===== src/rtl/or1200_insn_monitor.sv =====
// Passive retire monitor for the OR1200 write-back stage: counts retired instructions and
// decodes the l.nop exit/report/putc codes. Define OR1200_MONITOR_SIM_EN for simulation console output.
module or1200_insn_monitor #(
    parameter logic [31:0] BUBBLE_INSN = 32'h1441_0000
) (
    input  logic        clk,
    input  logic        rst_n,
    input  logic [31:0] wb_insn,
    input  logic        wb_freeze,
    input  logic [31:0] r3_val,
    output logic [31:0] insn_count,
    output logic        report_valid,
    output logic [31:0] report_data,
    output logic        putc_valid,
    output logic [7:0]  putc_char,
    output logic        exit_flag,
    output logic [31:0] exit_code
);

    localparam logic [15:0] K_EXIT   = 16'h0001;
    localparam logic [15:0] K_REPORT = 16'h0002;
    localparam logic [15:0] K_PUTC   = 16'h0004;

    logic        retire;
    logic        is_nop;
    logic [15:0] nop_k;

    // A frozen instruction is seen again once the freeze drops, so it retires exactly once.
    assign retire = !wb_freeze && (wb_insn != BUBBLE_INSN) && !exit_flag;
    assign is_nop = (wb_insn[31:24] == 8'h15);
    assign nop_k  = wb_insn[15:0];

    always_ff @(posedge clk or negedge rst_n) begin
        if (!rst_n) begin
            insn_count   <= 32'h0;
            report_valid <= 1'b0;
            report_data  <= 32'h0;
            putc_valid   <= 1'b0;
            putc_char    <= 8'h0;
            exit_flag    <= 1'b0;
            exit_code    <= 32'h0;
        end else begin
            report_valid <= 1'b0;
            putc_valid   <= 1'b0;
            if (retire) begin
                insn_count <= insn_count + 32'd1;
                if (is_nop) begin
                    case (nop_k)
                        K_EXIT: begin
                            exit_flag <= 1'b1;
                            exit_code <= r3_val;
                        end
                        K_REPORT: begin
                            report_valid <= 1'b1;
                            report_data  <= r3_val;
                        end
                        K_PUTC: begin
                            putc_valid <= 1'b1;
                            putc_char  <= r3_val[7:0];
                        end
                        default: ;
                    endcase
                end
            end
        end
    end

`ifdef OR1200_MONITOR_SIM_EN
    always @(posedge clk) begin
        if (rst_n && retire && is_nop) begin
            case (nop_k)
                K_REPORT: $display("report(0x%08h);", r3_val);
                K_PUTC:   $write("%c", r3_val[7:0]);
                K_EXIT: begin
                    $display("exit(0x%08h)", r3_val);
                    $finish;
                end
                default: ;
            endcase
        end
    end
`endif

endmodule


===== config.mk =====
export PLATFORM = sky130hd
export DESIGN_NAME = or1200_insn_monitor
export DESIGN_NICKNAME = d
export VERILOG_FILES = /design/src/rtl/or1200_insn_monitor.sv
export SDC_FILE = /design/constraint.sdc
export NUM_CORES = 1
export LEC_CHECK = 0
export CAP_MARGIN = 20
export CORE_ASPECT_RATIO = 1.5
export CORE_UTILIZATION = 45
export CTS_BUF_LIST = sky130_fd_sc_hd__clkbuf_8
export DETAILED_ROUTE_END_ITERATION = 16
export PLACE_DENSITY = 0.93
export SYNTH_ARGS = -nofsm -noshare
export SYNTH_HDL_FRONTEND = slang
export SYNTH_SLANG_ARGS = --single-unit
export TNS_END_PERCENT = 1

===== constraint.sdc =====
create_clock -name clk -period 2.4 [get_ports clk]
set_input_delay 0.36 -clock clk [delete_from_list [all_inputs] [get_ports clk]]
set_output_delay 0.36 -clock clk [all_outputs]
set_load 0.03 [all_outputs]

==> results.toml, run 1 <==
[synth]
ys.flop_type = "dfrtp_1"
synth_area_mm2 = 0.00471
ys_top_cells_by_count = "dfrtp_1 (107), mux2_4 (59), xor2_1 (24)"
syn_area_per_cell_um2 = 14.6
ys_warn_count = 0
synth_area_leaders = "dfrtp_1 (57%), mux2_4 (19%), xor2_1 (4.5%), mux2_2 (3.3%), nor4_1 (1.7%)"
ys_types = 29
ys_seq_elements = 107
postSynthNetCount = 390
synth_area_leader_cell = "dfrtp_1"
syn_inst = 322
ys_async_sr_fraction_pct = 100
synth_edf_count = 0
synth_top_area_share_pct = 56.9
seq_area_frac_synth_pct = 56.9
yosysMostFrequentCell = "dfrtp_1"

[pwr]
pwr-share-seq_pct = 51.4
p_per_area_mw_per_mm2 = 568
peakVddDrop_mv = 0.564
p_switching_uw = 1150
p_leak_uw = 0.00333
internal-power_uw = 2800
total_power_uw = 3950
pwr-share-clk_pct = 28.3
power.share.combinational_pct = 20.3
swShare_pct = 29.2

[hold_path]
min_path_type = "in2async"

[place]
dp.cells = 628
dpl_cell_area_mm2 = 0.00675
dp_hpwl_mm = 8.69
port-buffer-count = 173
gp_congestion = 0.833

[layout]
syn_to_final_growth_pct = 47.9
drive_above_1_share_pct = 23.7
fin_nets = 590
utilization_pct = 68.7
stdcell_area_mm2 = 0.00696
final_cells = 645

[worst_setup_path]
start_kind = "primary input"
rr_startpoint = "insn_count[0]$_DFFE_PN0P_"
critPathArrivalTime_ns = 2.50
critPathCaptureType = "register"
r2r_slack_ns = 0.36
crit_path_start = "wb_insn[7]"
crit_required_ns = 2.63
crit_fanout = 18
critical_path_class = "in2reg"

[clock_tree]
post_cts_buffers = 0
cts_max_level = 3
path_clk_slew_ns = 0.09
cts_buffers = 9
clk_latency_ns = 0.35
root_buffer = "clkbuf_8"
cts_sinks = 107
cts_tree = "yes"
cts_max_path_buffers = 2

[floorplanning]
chipHeight_um = 127
die_area_mm2 = 0.0109
die_w_um = 85.5
rows = 45
core_mm2 = 0.0101
start_util_pct = 46.4
ioPinCount = 174

[drt]
dr.first_iter.drc_count = 108
antenna_left = 0
num_vias = 3390
vias_per_cell = 5.26
drc = 0
detail_route.first_pass.iterations = 4
wire_per_inst_um = 17.8
route.final.wire_length_mm = 11.5

[grt]
grt-ovfl-total = 0
grt.total_usage_pct = 21.9
grt_first_pass_wirelength_mm = 18.6
antenna_found_initial = 1
grt_max_degree = 60
grt_pass1_vias = 3652

[run_status]
status = "finished clean"

[timing]
setup_violations = 0
rsz0062_at_grt = "false"
fmax_ghz = 0.442
period_share_pct = 94.2
tightest_slew_ns = 0.779
timing_hold_violations_final = 0
drv_slew = 0
setup_tns_ns = 0
clock_skew_ns = 0.0121
layout_min_cycle_time_ns = 2.26
slew_headroom_pct = 48.1

[run]
max-cap-violations = 0
==> per-layer routing <==
| metal | up-vias | part of all wire, % | global-route usage, % |
|---|---|---|---|
| met5 | - | 0 | 0 |
| met4 | 0 | 2.2 | 8.24 |
| met3 | 23 | 6.1 | 4.84 |
| met2 | 156 | 54 | 39.8 |
| met1 | 1674 | 38 | 24.9 |
| li1 | 1537 | - | - |
==> power by group through the flow <==
stage	clock [µW]	sequential [µW]	combinational, µW
2_1_floorplan	0	2230	181
3_3_place_gp	0	2060	782
3_5_place_dp	0	2060	802
4_1_cts	1150	2030	806
5_1_grt	1220	2050	860
6_report	1120	2030	802
==> kinds of logic (layout without fill, tap and decap cells) <==
logic type	Yosys count	in the layout	synth area share, %
and+or+nand+nor	91	91	11.6
muxes	73	73	22.2
adders and majority gates	1	1	0.266
buffers and inverters	16	221	2.31
DFF	107	107	56.9
AOI/OAI and AO/OA	3	3	0.957
other	0	1	0
xor gates and xnor gates	31	31	5.77
==> cell type report <==
cell class                 count  area [µm²]
clock buffer                  11         151
sequential                   107        2680
fill                         683        3170
clock inverter                 5        53.8
multi-input combinational    199        1930
inverter                       8        30.0
tap                          117         146
antenna                        1        2.50
timing repair buffer         197        1970
==> repair_timing <==
action	4_1_cts	5_1_grt
setup endpoints to repair	0	67
hold buffers	0	0
gates resized for setup	0	1
==> flip-flops by register name (all words and copies together), names as in the netlist <==
register / cells
exit_flag: 1
insn_count: 32
putc_valid: 1
report_valid: 1
report_data: 32
putc_char: 8
exit_code: 32
==> worst max-delay path, stage by stage <==
cell	delay [ns]
clkdlybuf4s50_1	0.40
nor4_1	0.42
buf_4	0.18
nand2_1	0.09
nor4_4	0.37
nand3b_4	0.16
buf_12	0.20
mux2_4	0.30
==> final timing paths <==
kind | cells past startpoint | to
hold / removal | 1 | exit_code[10]$_DFFE_PN0P_
hold reg to reg | 1 | insn_count[31]$_DFFE_PN0P_
setup reg to reg | 7 | insn_count[24]$_DFFE_PN0P_
max in group asynchronous | 2 | report_data[30]$_DFFE_PN0P_
setup / recovery | 8 | report_data[2]$_DFFE_PN0P_
min in group clk | 1 | insn_count[31]$_DFFE_PN0P_
==> through the flow <==
stage                     hold slack (ns)  worst slack [ns]
after global placement              0.456            -0.262
after global routing                0.129            0.0780
after CTS                          0.0993            0.0519
after floorplan                    0.0644             0.422
after detailed placement            0.483            -0.325
final                              0.0790             0.139
==> placed cells by master, fill, tap and decap left out, drive strengths merged, types with 2 or more instances in the layout <==
master / Yosys / final
buf: 7 / 25
clkbuf: 1 / 11
clkdlybuf4s50: 0 / 172
dfrtp: 107 / 107
inv: 8 / 10
mux2: 73 / 73
nand2: 14 / 14
nand3: 10 / 10
nand3b: 2 / 2
nand4: 9 / 9
nor2: 17 / 17
nor3: 13 / 13
nor4: 16 / 16
nor4b: 5 / 5
o311ai: 2 / 2
xnor2: 7 / 7
xor2: 24 / 24
Power figures use the tool's default switching activity.
==> run 2: changes to the inputs <==
--- a/config.mk
+++ b/config.mk
@@ -11,6 +11,7 @@
 export CTS_BUF_LIST = sky130_fd_sc_hd__clkbuf_8
 export DETAILED_ROUTE_END_ITERATION = 16
 export PLACE_DENSITY = 0.93
+export SKIP_CTS_REPAIR_TIMING = 1
 export SYNTH_ARGS = -nofsm -noshare
 export SYNTH_HDL_FRONTEND = slang
 export SYNTH_SLANG_ARGS = --single-unit
==> constraint.sdc (replaced) <==
create_clock -name clk -period 2.4 [get_ports clk]
set_input_delay 0.48 -clock clk [delete_from_list [all_inputs] [get_ports clk]]
set_output_delay 0.48 -clock clk [all_outputs]
set_load 0.03 [all_outputs]
==> run 2 against run 1 <==
Total power decreased by 2.1%. Count of clock-buffer cells in the layout fell by 2. Register-to-register slack got worse by 0.05 ns. Routed wire length is 1.1% lower. Sequential cell count unchanged. Maximum frequency is 0.50% higher. Combinational power shrank 0.6%. Clock skew decreased by 0.0025 ns. Worst hold slack lost 0.025 ns. Final area is 0.11% lower. Critical path depth unchanged.
==> results.toml, run 2 (same netlist as run 1, synthesis figures left out) <==
[timing]
layout_setup_ws_ns = 0.151
drv_slew = 0
layout_min_cycle_time_ns = 2.25
rsz0062_at_grt = "false"
clock_skew_ns = 0.00960
fmax_ghz = 0.445
timing_hold_violations_final = 0
tightest_slew_ns = 0.453
setup_tns_ns = 0
period_share_pct = 93.7
setup_violations = 0
slew_headroom_pct = 69.8

[worst_setup_path]
crit_required_ns = 2.65
critical_path_class = "in2reg"
start_kind = "primary input"
critPathArrivalTime_ns = 2.50
critPathCaptureType = "register"
crit_fanout = 18

[place]
port-buffer-count = 173
dp_hpwl_mm = 8.79
pre_cts_slack_ns = -0.260
gp_congestion = 0.840
dpl_cell_area_mm2 = 0.00677

[floorplanning]
die_area_mm2 = 0.0109
core_mm2 = 0.0101
rows = 45
chipHeight_um = 127
start_util_pct = 46.4
ioPinCount = 174
die_w_um = 85.5

[pwr]
p_leak_uw = 0.00332
p_per_area_mw_per_mm2 = 557
power.share.combinational_pct = 20.6
p_switching_uw = 1210
pwr-share-clk_pct = 26.9
total_power_uw = 3870
internal-power_uw = 2660
pwr-share-seq_pct = 52.5
swShare_pct = 31.2
peakVddDrop_mv = 0.869

[layout]
final_cell_mix = "clkdlybuf4s50_1 (172), dfrtp_1 (107), mux2_4 (59)"
layout_commonest_cell = "clkdlybuf4s50_1"
fin_nets = 593
num_antenna_cells = 0
reg.largest.list = "exit_code: 32 flops, insn_count: 32 flops, report_data: 32 flops"
stdcell_area_mm2 = 0.00695
syn_to_final_growth_pct = 47.7
drive_above_1_share_pct = 24.3

[clock_tree]
cts_buffers = 9
cts_tree = "yes"
cts_max_path_buffers = 2
cts_max_level = 3
path_clk_slew_ns = 0.10
cts_sinks = 107
clk_latency_ns = 0.37
root_buffer = "clkbuf_8"

[run_status]
status = "finished clean"

[drt]
antenna_left = 0
vias_per_cell = 5.22
drc = 0
num_vias = 3376
dr.first_iter.drc_count = 79
route.final.wire_length_mm = 11.4
detail_route.first_pass.iterations = 4
wire_per_inst_um = 17.6

[grt]
grt-ovfl-total = 0
grt.total_usage_pct = 21.8
grt_pass1_vias = 3532
grt_max_degree = 48
antenna_found_initial = 0
grt_first_pass_wirelength_mm = 18.4

[run]
max-cap-violations = 0

[hold_path]
min_path_type = "in2async"
==> run 2: final timing paths <==
check	start	end	slack [ns]	cells after the start
hold / removal	rst_n	exit_code[10]$_DFFE_PN0P_	0.05	1
setup reg to reg	insn_count[0]$_DFFE_PN0P_	insn_count[24]$_DFFE_PN0P_	0.31	7
max in group asynchronous	rst_n	exit_code[31]$_DFFE_PN0P_	1.65	2
min in group clk	insn_count[31]$_DFFE_PN0P_	insn_count[31]$_DFFE_PN0P_	0.48	1
hold reg to reg	insn_count[31]$_DFFE_PN0P_	insn_count[31]$_DFFE_PN0P_	0.48	1
setup / recovery	wb_insn[7]	report_data[9]$_DFFE_PN0P_	0.15	8
==> run 2: final cells by class <==
| cell class | instances | area (µm²) |
|---|---|---|
| clock inverters | 7 | 60.1 |
| well taps | 117 | 146 |
| inverters | 8 | 30.0 |
| flip-flops and latches | 107 | 2680 |
| multi-input cells | 199 | 1920 |
| clock buffers | 9 | 124 |
| repair buffers | 200 | 1990 |
| fillers | 708 | 3180 |
==> run 2: power by group through the flow <==
stage / clock (µW) / sequential [µW] / combinational, µW
finish: 1040 / 2030 / 797
global route: 1150 / 2050 / 860
CTS: 1070 / 2030 / 804
detailed placement: 0 / 2060 / 800
global placement: 0 / 2060 / 785
floorplan: 0 / 2230 / 181
==> run 2: per-layer routing <==
metal / global-route usage [%] / vias up / wire length (µm)
met4: 6.18 / 0 / 165
met2: 38.5 / 125 / 6010
met1: 26.2 / 1689 / 4570
met3: 5.30 / 12 / 615
li1: - / 1550 / -
met5: 0 / - / 0
==> run 2: worst max-delay path, cell delays in order <==
cell and delay (ns):
clkdlybuf4s50_1 0.44, nor4_1 0.30, buf_4 0.15, nand2_1 0.10, nor4_4 0.36, nand3b_4 0.15, buf_12 0.20, mux2_4 0.30
==> run 2: through the flow <==
step           std cells  hold WS, ns  util [%]
3_3_place_gp         631        0.449      66.8
2_1_floorplan        322        0.184         -
3_5_place_dp         631        0.459      66.8
5_1_grt              647       0.0648      68.6
6_report             647       0.0538      68.6
4_1_cts              647       0.0494      68.6
==> run 3: changes to the inputs <==
--- a/config.mk
+++ b/config.mk
@@ -15,4 +15,3 @@
 export SYNTH_ARGS = -nofsm -noshare
 export SYNTH_HDL_FRONTEND = slang
 export SYNTH_SLANG_ARGS = --single-unit
-export TNS_END_PERCENT = 1
==> results of run 3 <==
The final DEF is identical to that of run 2; final timing and power are the same.
